**config.mk**
```make
export PLATFORM = sky130hd
export DESIGN_NAME = keypad_scanner
export DESIGN_NICKNAME = d
export VERILOG_FILES = /design/src/rtl/keypad_pkg.sv /design/src/rtl/keypad_scanner_dwell_counter.sv /design/src/rtl/keypad_scanner.sv
export SDC_FILE = /design/constraint.sdc
export NUM_CORES = 1
export LEC_CHECK = 0
export BUFFER_PORTS_ARGS = -buffer_cell sky130_fd_sc_hd__buf_2
export CAP_MARGIN = 0
export CORE_MARGIN = 2
export CORE_UTILIZATION = 50
export CTS_CLUSTER_SIZE = 30
export DETAILED_ROUTE_END_ITERATION = 10
export GPL_ROUTABILITY_DRIVEN = 0
export PLACE_DENSITY = 0.71
export REMOVE_ABC_BUFFERS = 1
export SLEW_MARGIN = 20
export SYNTH_ARGS = -nofsm -noshare
export SYNTH_HDL_FRONTEND = slang
export SYNTH_HIERARCHICAL = 1
export SYNTH_SLANG_ARGS = --single-unit
```
**constraint.sdc**
```tcl
create_clock -name clk -period 6.2 [get_ports clk]
set_clock_uncertainty 0.15 [all_clocks]
set_input_delay 1.24 -clock clk [delete_from_list [all_inputs] [get_ports clk]]
set_output_delay 1.24 -clock clk [all_outputs]
set_load 0.005 [all_outputs]
```
**src/rtl/keypad_pkg.sv**
```systemverilog
`default_nettype none
// ============================================================================
// Module   : keypad_pkg
// Purpose  : Shared types and helpers for the 4x4 keypad row-scan controller.
//            Provides the matrix dimensions, the scanner state encoding and
//            the row/column -> key index mapping.
// Revision : 1.0 - initial release
// ============================================================================
package keypad_pkg;

   localparam int NUM_ROWS = 4;
   localparam int NUM_COLS = 4;

   typedef enum logic [1:0] {
      SCAN     = 2'd0,
      DEBOUNCE = 2'd1,
      HELD     = 2'd2,
      RELEASE  = 2'd3
   } scan_state_t;

   // Key index = row*4 + col; with 2-bit fields this is a plain concatenation.
   function automatic logic [3:0] key_index(input logic [1:0] row, input logic [1:0] col);
      return {row, col};
   endfunction

endpackage
`default_nettype wire

```
**src/rtl/keypad_scanner_dwell_counter.sv**
```systemverilog
`default_nettype none
// ============================================================================
// Module   : dwell_counter
// Purpose  : Up-counter shared by the scanner for row dwell and debounce
//            counting. done flags the enabled cycle on which the count reaches
//            the programmed last value, i.e. the N-th counted cycle.
// Ports    : clk, reset (sync, active-high), clear (sync clear, wins over en),
//            en (count this cycle), last (terminal count = N-1), done.
// Revision : 1.0 - initial release
// ============================================================================
module dwell_counter #(
   parameter  int MAX = 8,
   localparam int W   = $clog2(MAX + 1)
) (
   input  logic         clk,
   input  logic         reset,
   input  logic         clear,
   input  logic         en,
   input  logic [W-1:0] last,
   output logic         done
);

   logic [W-1:0] count_q;
   logic [W-1:0] count_d;

   always_comb begin
      count_d = count_q;
      if (clear) begin
         count_d = '0;
      end else if (en) begin
         count_d = count_q + 1'b1;
      end
   end

   always_ff @(posedge clk) begin
      if (reset) begin
         count_q <= '0;
      end else begin
         count_q <= count_d;
      end
   end

   assign done = en && (count_q == last);

endmodule
`default_nettype wire

```
**src/rtl/keypad_scanner.sv**
```systemverilog
`default_nettype none
// ============================================================================
// Module   : keypad_scanner
// Purpose  : Row-scan controller for a 4x4 active-low matrix keypad. Drives
//            one row low at a time, samples the synchronized columns at the
//            end of each row dwell, debounces press and release, and emits a
//            one-cycle key_valid strobe with the key index.
// Ports    : clk, reset (sync, active-high)
//            col_sync  [3:0] in  synchronized columns, 0 = pressed
//            row_n     [3:0] out row drive, exactly one bit low
//            key_valid       out one-cycle strobe on accepted press
//            key_code  [3:0] out row*4+col, held between strobes
//            key_held        out high from strobe until release debounced
// Revision : 1.0 - initial release
// ============================================================================
module keypad_scanner
   import keypad_pkg::*;
#(
   parameter int SCAN_CYCLES     = 4,
   parameter int DEBOUNCE_CYCLES = 8
) (
   input  logic                clk,
   input  logic                reset,
   input  logic [NUM_COLS-1:0] col_sync,
   output logic [NUM_ROWS-1:0] row_n,
   output logic                key_valid,
   output logic [3:0]          key_code,
   output logic                key_held
);

   localparam int CNT_MAX = (SCAN_CYCLES > DEBOUNCE_CYCLES) ? SCAN_CYCLES : DEBOUNCE_CYCLES;
   localparam int CNT_W   = $clog2(CNT_MAX + 1);
   localparam logic [CNT_W-1:0] SCAN_LAST = CNT_W'(SCAN_CYCLES - 1);
   localparam logic [CNT_W-1:0] DEB_LAST  = CNT_W'(DEBOUNCE_CYCLES - 1);

   scan_state_t         state_q, state_d;
   logic [1:0]          row_idx_q, row_idx_d;
   logic [1:0]          col_idx_q, col_idx_d;
   logic [NUM_ROWS-1:0] row_n_q, row_n_d;
   logic [3:0]          key_code_q, key_code_d;
   logic                key_valid_q, key_valid_d;
   logic                key_held_q, key_held_d;

   logic                cnt_clear;
   logic                cnt_en;
   logic                cnt_done;
   logic [CNT_W-1:0]    cnt_last;

   logic                any_low;
   logic [1:0]          first_low;
   logic                sel_col;

   dwell_counter #(.MAX(CNT_MAX)) u_cnt (
      .clk   (clk),
      .reset (reset),
      .clear (cnt_clear),
      .en    (cnt_en),
      .last  (cnt_last),
      .done  (cnt_done)
   );

   // Lowest-index low column wins: scan downward so the last hit is the lowest.
   always_comb begin
      first_low = 2'd0;
      for (int c = NUM_COLS - 1; c >= 0; c--) begin
         if (!col_sync[c]) begin
            first_low = 2'(c);
         end
      end
   end

   assign any_low = (col_sync != '1);
   assign sel_col = col_sync[col_idx_q];

   always_comb begin
      state_d     = state_q;
      row_idx_d   = row_idx_q;
      col_idx_d   = col_idx_q;
      key_code_d  = key_code_q;
      key_valid_d = 1'b0;
      key_held_d  = key_held_q;
      cnt_en      = 1'b0;
      cnt_clear   = 1'b0;
      cnt_last    = SCAN_LAST;

      case (state_q)
         SCAN: begin
            cnt_en = 1'b1;
            if (cnt_done) begin
               cnt_clear = 1'b1;
               if (any_low) begin
                  col_idx_d = first_low;
                  state_d   = DEBOUNCE;
               end else begin
                  row_idx_d = row_idx_q + 1'b1;
               end
            end
         end
         DEBOUNCE: begin
            cnt_last = DEB_LAST;
            cnt_en   = !sel_col;
            if (sel_col) begin
               // Bounce: give up on this key and move on to the next row.
               cnt_clear = 1'b1;
               row_idx_d = row_idx_q + 1'b1;
               state_d   = SCAN;
            end else if (cnt_done) begin
               cnt_clear   = 1'b1;
               key_valid_d = 1'b1;
               key_code_d  = key_index(row_idx_q, col_idx_q);
               key_held_d  = 1'b1;
               state_d     = HELD;
            end
         end
         HELD: begin
            if (sel_col) begin
               cnt_clear = 1'b1;
               state_d   = RELEASE;
            end
         end
         RELEASE: begin
            cnt_last = DEB_LAST;
            cnt_en   = sel_col;
            if (!sel_col) begin
               cnt_clear = 1'b1;
               state_d   = HELD;
            end else if (cnt_done) begin
               cnt_clear  = 1'b1;
               key_held_d = 1'b0;
               row_idx_d  = row_idx_q + 1'b1;
               state_d    = SCAN;
            end
         end
         default: begin
            cnt_clear = 1'b1;
            state_d   = SCAN;
         end
      endcase

      row_n_d = ~(NUM_ROWS'(1) << row_idx_d);
   end

   always_ff @(posedge clk) begin
      if (reset) begin
         state_q     <= SCAN;
         row_idx_q   <= 2'd0;
         col_idx_q   <= 2'd0;
         row_n_q     <= 4'b1110;
         key_code_q  <= 4'h0;
         key_valid_q <= 1'b0;
         key_held_q  <= 1'b0;
      end else begin
         state_q     <= state_d;
         row_idx_q   <= row_idx_d;
         col_idx_q   <= col_idx_d;
         row_n_q     <= row_n_d;
         key_code_q  <= key_code_d;
         key_valid_q <= key_valid_d;
         key_held_q  <= key_held_d;
      end
   end

   assign row_n     = row_n_q;
   assign key_valid = key_valid_q;
   assign key_code  = key_code_q;
   assign key_held  = key_held_q;

endmodule
`default_nettype wire
```
-- Word-level counts from Yosys, hierarchy flattened
Cells that the tools add are included.
- register bits: 20
- input port bits: 6
- output and inout port bits: 10
- word-level logic and storage cells: 72
- add/sub/neg operators: 2
- magnitude comparators: 1
- equal/unequal tests: 14
- shift operators: 1
- multiplexer cells: 32
- bitwise logic cells: 3
- reduce and logical (&&, ||, !) cells: 11
- operator list (operator ; count):
    2-bit two-way mux ; 16
    2-bit != test, second input constant ; 7
    5-bit AND reduction ; 2
    1-bit two-way mux ; 9
    2-bit case mux with 4 select lines ; 1
    3-bit != test, second input constant ; 2
    2-bit case mux with 3 select lines ; 1
    3-bit AND reduction ; 2
    4-bit by 1-bit adder with 4-bit output, second input constant ; 1
    2-bit == test, second input constant ; 2
    4-bit by 3-bit == test with 1-bit output ; 1
    4-bit != test, second input constant ; 1
    4-bit NOT ; 1
    1-bit case mux with 4 select lines ; 1
    2-bit OR reduction ; 2
    1-bit by 2-bit << shifter with 4-bit output, first input constant ; 1
    2-bit by 3-bit < comparator with 1-bit output, second input constant ; 1
    3-bit two-way mux ; 1
    1-bit case mux with 3 select lines ; 1
    3-bit OR reduction ; 1
    2-bit by 1-bit adder with 2-bit output, second input constant ; 1
    1-bit binary-select mux with 2-bit select ; 1
    2-bit by 1-bit == test with 1-bit output, second input constant ; 1
    2-bit logical NOT ; 1
    5 further kinds ; 6

-- Logic depth before layout (Yosys ltp)
- word-level depth: 10
- gate-level depth with buffers: 11
- mapped depth without buffers: 10

-- Modules after synthesis
The synthesis kept the hierarchy.
- modules (own cells, without submodules) (module ; instances ; cells an instance ; area each (µm²) ; sequential area each (µm²)):
    keypad_scanner ; 1 ; 91 ; 820.8 ; 320.3
    dwell_counter ; 1 ; 21 ; 209.0 ; 80.1

-- Worst setup path before layout
Ideal clock, no wire load.
- kind: input port to flip-flop
- start point: in col_sync[1]
- end point: reg row_n_q[3] (netlist: row_n[3])
- library setup time: 0.124 ns
- arrival time: 3.737 ns
- required time: 5.926 ns
- slack: 2.189 ns
- cell stages on the path: 11
- buffers on the path: 1
- cells stage by stage: mux4_1 > nand2_1 > xor2_1 > nand2_1 > nor4_1 > clkbuf_2 > nor2b_1 > or4_4 > a21o_1 > a311oi_4 > nand2b_1
- word-level cells in the longest chain between the ends: 10
- elaborated cells between the ends (all ways): 14
- classes of those cells: 1 x eq/ne; 1 x shift; 9 x mux; 1 x bitwise; 2 x reduce/logical
- ends and longest elaborated chain (item ; line ; text):
    start, declared ; keypad_scanner.sv:24 ; input logic [NUM_COLS-1:0] col_sync,
    1-bit binary-select mux with 2-bit select (*) ; keypad_scanner.sv:73 ; assign sel_col = col_sync[col_idx_q];
    1-bit two-way mux (not written as such) (*) ; keypad_scanner.sv:73 ;
    1-bit logical NOT ; -- ;
    1-bit case mux with 3 select lines (*) ; keypad_scanner.sv:86 ; case (state_q)
    via cnt_en ; keypad_scanner.sv:45 ; logic cnt_en;
    1-bit logical AND (*) ; keypad_scanner_dwell_counter.sv:43 ; assign done = en && (count_q == last);
    via cnt_done ; keypad_scanner.sv:46 ; logic cnt_done;
    2-bit two-way mux ; keypad_scanner.sv:127 ; end else if (cnt_done) begin
    2-bit two-way mux ; keypad_scanner.sv:124 ; if (!sel_col) begin
    2-bit case mux with 3 select lines (*) ; keypad_scanner.sv:86 ;
    1-bit by 2-bit << shifter with 4-bit output (*) ; keypad_scanner.sv:140 ; row_n_d = ~(NUM_ROWS'(1) << row_idx_d);
    4-bit NOT (*) ; keypad_scanner.sv:140 ;
    end signal, assigned ; keypad_scanner.sv:156 ; row_n_q <= row_n_d;
    end, declared ; keypad_scanner.sv:39 ; logic [NUM_ROWS-1:0] row_n_q, row_n_d;
The timed path passes the listed nets; every way through them passes the cells marked *. The select of a mux whose other input is x is not followed.
A chain may end at the register's enable or synchronous reset.

-- Worst setup path in the final report
- start point: in col_sync[1]
- end point: reg row_n_q[0] (netlist: row_n[0])
Same word-level chain as after synthesis.

==> flow_metrics.py <==
metrics = {
    "status": {
        "status": "finished, final reports clean",
    },
    "routing": {
        "drc": 0,
        "finalWirelength_um": 1834,
        "dr_total_vias": 824,
        "routedWlPerCell_um": 11.83,
        "initialDrtViolationCount": 5,
        "ant_nets": 0,
        "vias_per_cell": 5.316,
        "firstDrtPassIters": 4,
    },
    "critical_path": {
        "cp_max_fo": 9,
        "required_ps": 6240,
        "crit_arrival_ps": 4170,
        "startpoint_type": "input port",
        "path_class": "in2reg",
        "end_kind": "flop",
    },
    "floorplan": {
        "die_w_um": 49.38,
        "die_area_um2": 2438,
        "top_level_ports": 16,
        "core_area_um2": 1962,
        "die_y_um": 49.38,
        "rows": 16,
        "start_util": 0.5249,
    },
    "cts": {
        "hold_buffers": 0,
        "clk_pin_slew_ps": 100,
        "post_cts_buffers": 0,
        "cts_made_buffers": 3,
        "cts_sinks": 20,
        "cts_max_level": 1,
        "post_cts_resized": 0,
        "clock_latency_ps": 290,
        "cts_tree": "yes",
        "cts_buffer_depth": 2,
        "root_buffer": "clkbuf_4",
    },
    "grt": {
        "grt_util_met3": 0.04601,
        "grt_pass1_wl_um": 3339,
        "grt_usage": 0.1748,
        "overflow": 0,
        "grtUsageMet2": 0.2748,
        "grt_max_degree": 19,
        "antenna_found_initial": 0,
        "globalRoute.busiestLayer": "met2",
        "grt_util_met1": 0.2340,
        "grt_pass1_vias": 750,
    },
    "flow_run": {
        "maxCapViolations": 0,
    },
    "yosys": {
        "ys_seq_elements": 20,
        "ys_seq_area_frac": 0.3888,
        "synth_top_cell_area_share": 0.3888,
        "synth_top_area_cell": "dfxtp_1",
        "yosys.cell_types.count": 40,
        "yosysWarnings": 6,
        "synthTopCellsByArea": "dfxtp_1, mux2i_1, xor2_1, nor2_1, a311oi_4",
        "synth_area_um2": 1030,
        "syn_area_per_cell_um2": 9.194,
        "syn_inst": 112,
    },
    "sta": {
        "final_hold_viol_count": 0,
        "finalWorstPathRequiredPeriod_ps": 4128,
        "max_clock_freq_ghz": 0.2423,
        "rsz0062_at_grt": "no",
        "tns_ps": 0,
        "finalSetupViolations": 0,
        "tightest_slew_ps": 574.5,
        "timing.final.crit_share": 0.6658,
        "slew_headroom": 0.6165,
        "slew_viol_final": 0,
    },
    "placed_design": {
        "io_buffers": 15,
        "dp_hpwl_um": 1381,
        "dpl-instance-area_um2": 1129,
    },
    "power": {
        "leakagePower_nw": 0.4677,
        "power_per_cell_area_nw_per_um2": 311.7,
        "peakVddDrop_mv": 0.2053,
    },
    "layout": {
        "area_growth_pct": 13.12,
        "design_area_um2": 1165,
        "n_antenna_cell": 0,
        "fillCellCount": 192,
        "drive_gt1_frac": 0.2109,
        "final_nets": 136,
    },
    "worst_hold_path": {
        "worst_hold_path_type": "reg2reg",
    },
}
[synthesized netlist by cell type]
master and instances:
nand2b_1 3, nand4_1 2, a311oi_1 1, dfxtp_1 20
and4b_1 1, xor2_1 6, clkbuf_1 3, a2bb2oi_1 1
nor4b_1 1, nand4b_1 1, nand2_1 7, nor3_1 5
or2_1 1, nor3_2 1, buf_2 1, conb_1 2
a31oi_1 1, o21ai_0 3, and3_2 1, ha_1 1
nor4_1 2, a21oi_1 5, nor2_1 12, a211oi_1 3
and2_1 1, nand3_1 2, nor2_4 1, o32a_1 1
mux2i_1 6, xnor2_1 3, a21o_1 1, or4_4 1
mux2_2 2, inv_1 3, a311oi_4 1, nor2b_1 2
clkbuf_2 1, o31ai_1 1, o31a_1 1, mux4_1 1
[routing by layer]
metal  vias up  part of all wire
li1        429                 -
met1       373              0.48
met2        20              0.46
met3         2             0.051
met4         0            0.0060
met5         -                 0
[critical path, stage by stage]
cell      delay, ps
buf_2           130
mux4_1          630
nand2_1         140
xor2_1          380
nand2_1          90
nor4_1          170
buf_4           200
nand2b_1        160
nor2_1          300
a211oi_1        180
mux2_2          310
or2_1           220
[final timing paths]
check | startpoint | to | slack [ps] | depth (start not counted)
min reg2reg | key_code[0] | key_code[0] | 350 | 2
min | key_code[0] | key_code[0] | 350 | 2
max | col_sync[1] | row_n[0] | 2070 | 12
max reg2reg | col_idx_q[0] | row_n[0] | 2610 | 11
[cells in the final DEF (no fill, tap or decap), types with 2 or more instances in the layout]
cell,Yosys,layout
dfxtp_1,20,20
buf_2,1,15
nor2_1,12,12
nand2_1,7,7
xor2_1,6,6
mux2i_1,6,6
a21oi_1,5,5
nor3_1,5,5
inv_1,3,3
nand2b_1,3,3
a211oi_1,3,3
o21ai_0,3,3
xnor2_1,3,3
clkbuf_4,0,3
conb_1,2,3
nor2b_1,2,2
mux2_2,2,2
nand3_1,2,2
nand4_1,2,2
nor4_1,2,2
[registers in the layout, indices dropped and copies added, names as in the netlist, named ones only]
signal,count
key_code,4
row_n,4
u_cnt/count_q,4
col_idx_q,2
row_idx_q,2
key_held,1
key_valid,1
state_q,1
[cell type report]
type                       instances  area, um^2  share of cell area
clock buffer                       4       36.28             0.03115
inverter                           3       11.26            0.009667
multi-input combinational         85       600.6              0.5156
sequential                        20       400.4              0.3437
tap                               27       33.78             0.02900
timing repair buffer              16       82.58             0.07089
[stage by stage]
stage / utilization / hold slack (ps) / cells / setup slack (ps) / total power [mW]
after CTS: 0.5938 / 366.5 / 155 / 2057 / 0.3673
after global placement: 0.5753 / 328.7 / 151 / 1815 / 0.2908
after floorplan: - / 335.0 / 108 / 1698 / 0.2615
after detailed placement: 0.5753 / 336.0 / 151 / 1731 / 0.2938
after global routing: 0.5938 / 400.5 / 155 / 1841 / 0.3919
final: 0.5938 / 354.7 / 155 / 2072 / 0.3631
[report_power, final]
part	leakage, nW	internal [mW]	total (mW)	switching, mW
sequential	0.162	0.150	0.177	0.0272
clock	0.0210	0.0358	0.0729	0.0371
combinational	0.284	0.0555	0.113	0.0575
total	0.468	0.241	0.363	0.122
[cell families after synthesis]
family                     count (synthesis)  share of synthesized area
muxes                                      9                     0.1057
xor gates and xnor gates                   9                    0.07655
adders and majority gates                  1                    0.01215
other                                      2                   0.007293
DFF                                       20                     0.3888
buffers and inverters                      8                    0.03158
AOI/OAI and AO/OA                         19                     0.1422
and+or+nand+nor                           44                     0.2357
Note: power is estimated with default switching activity, not from simulation.
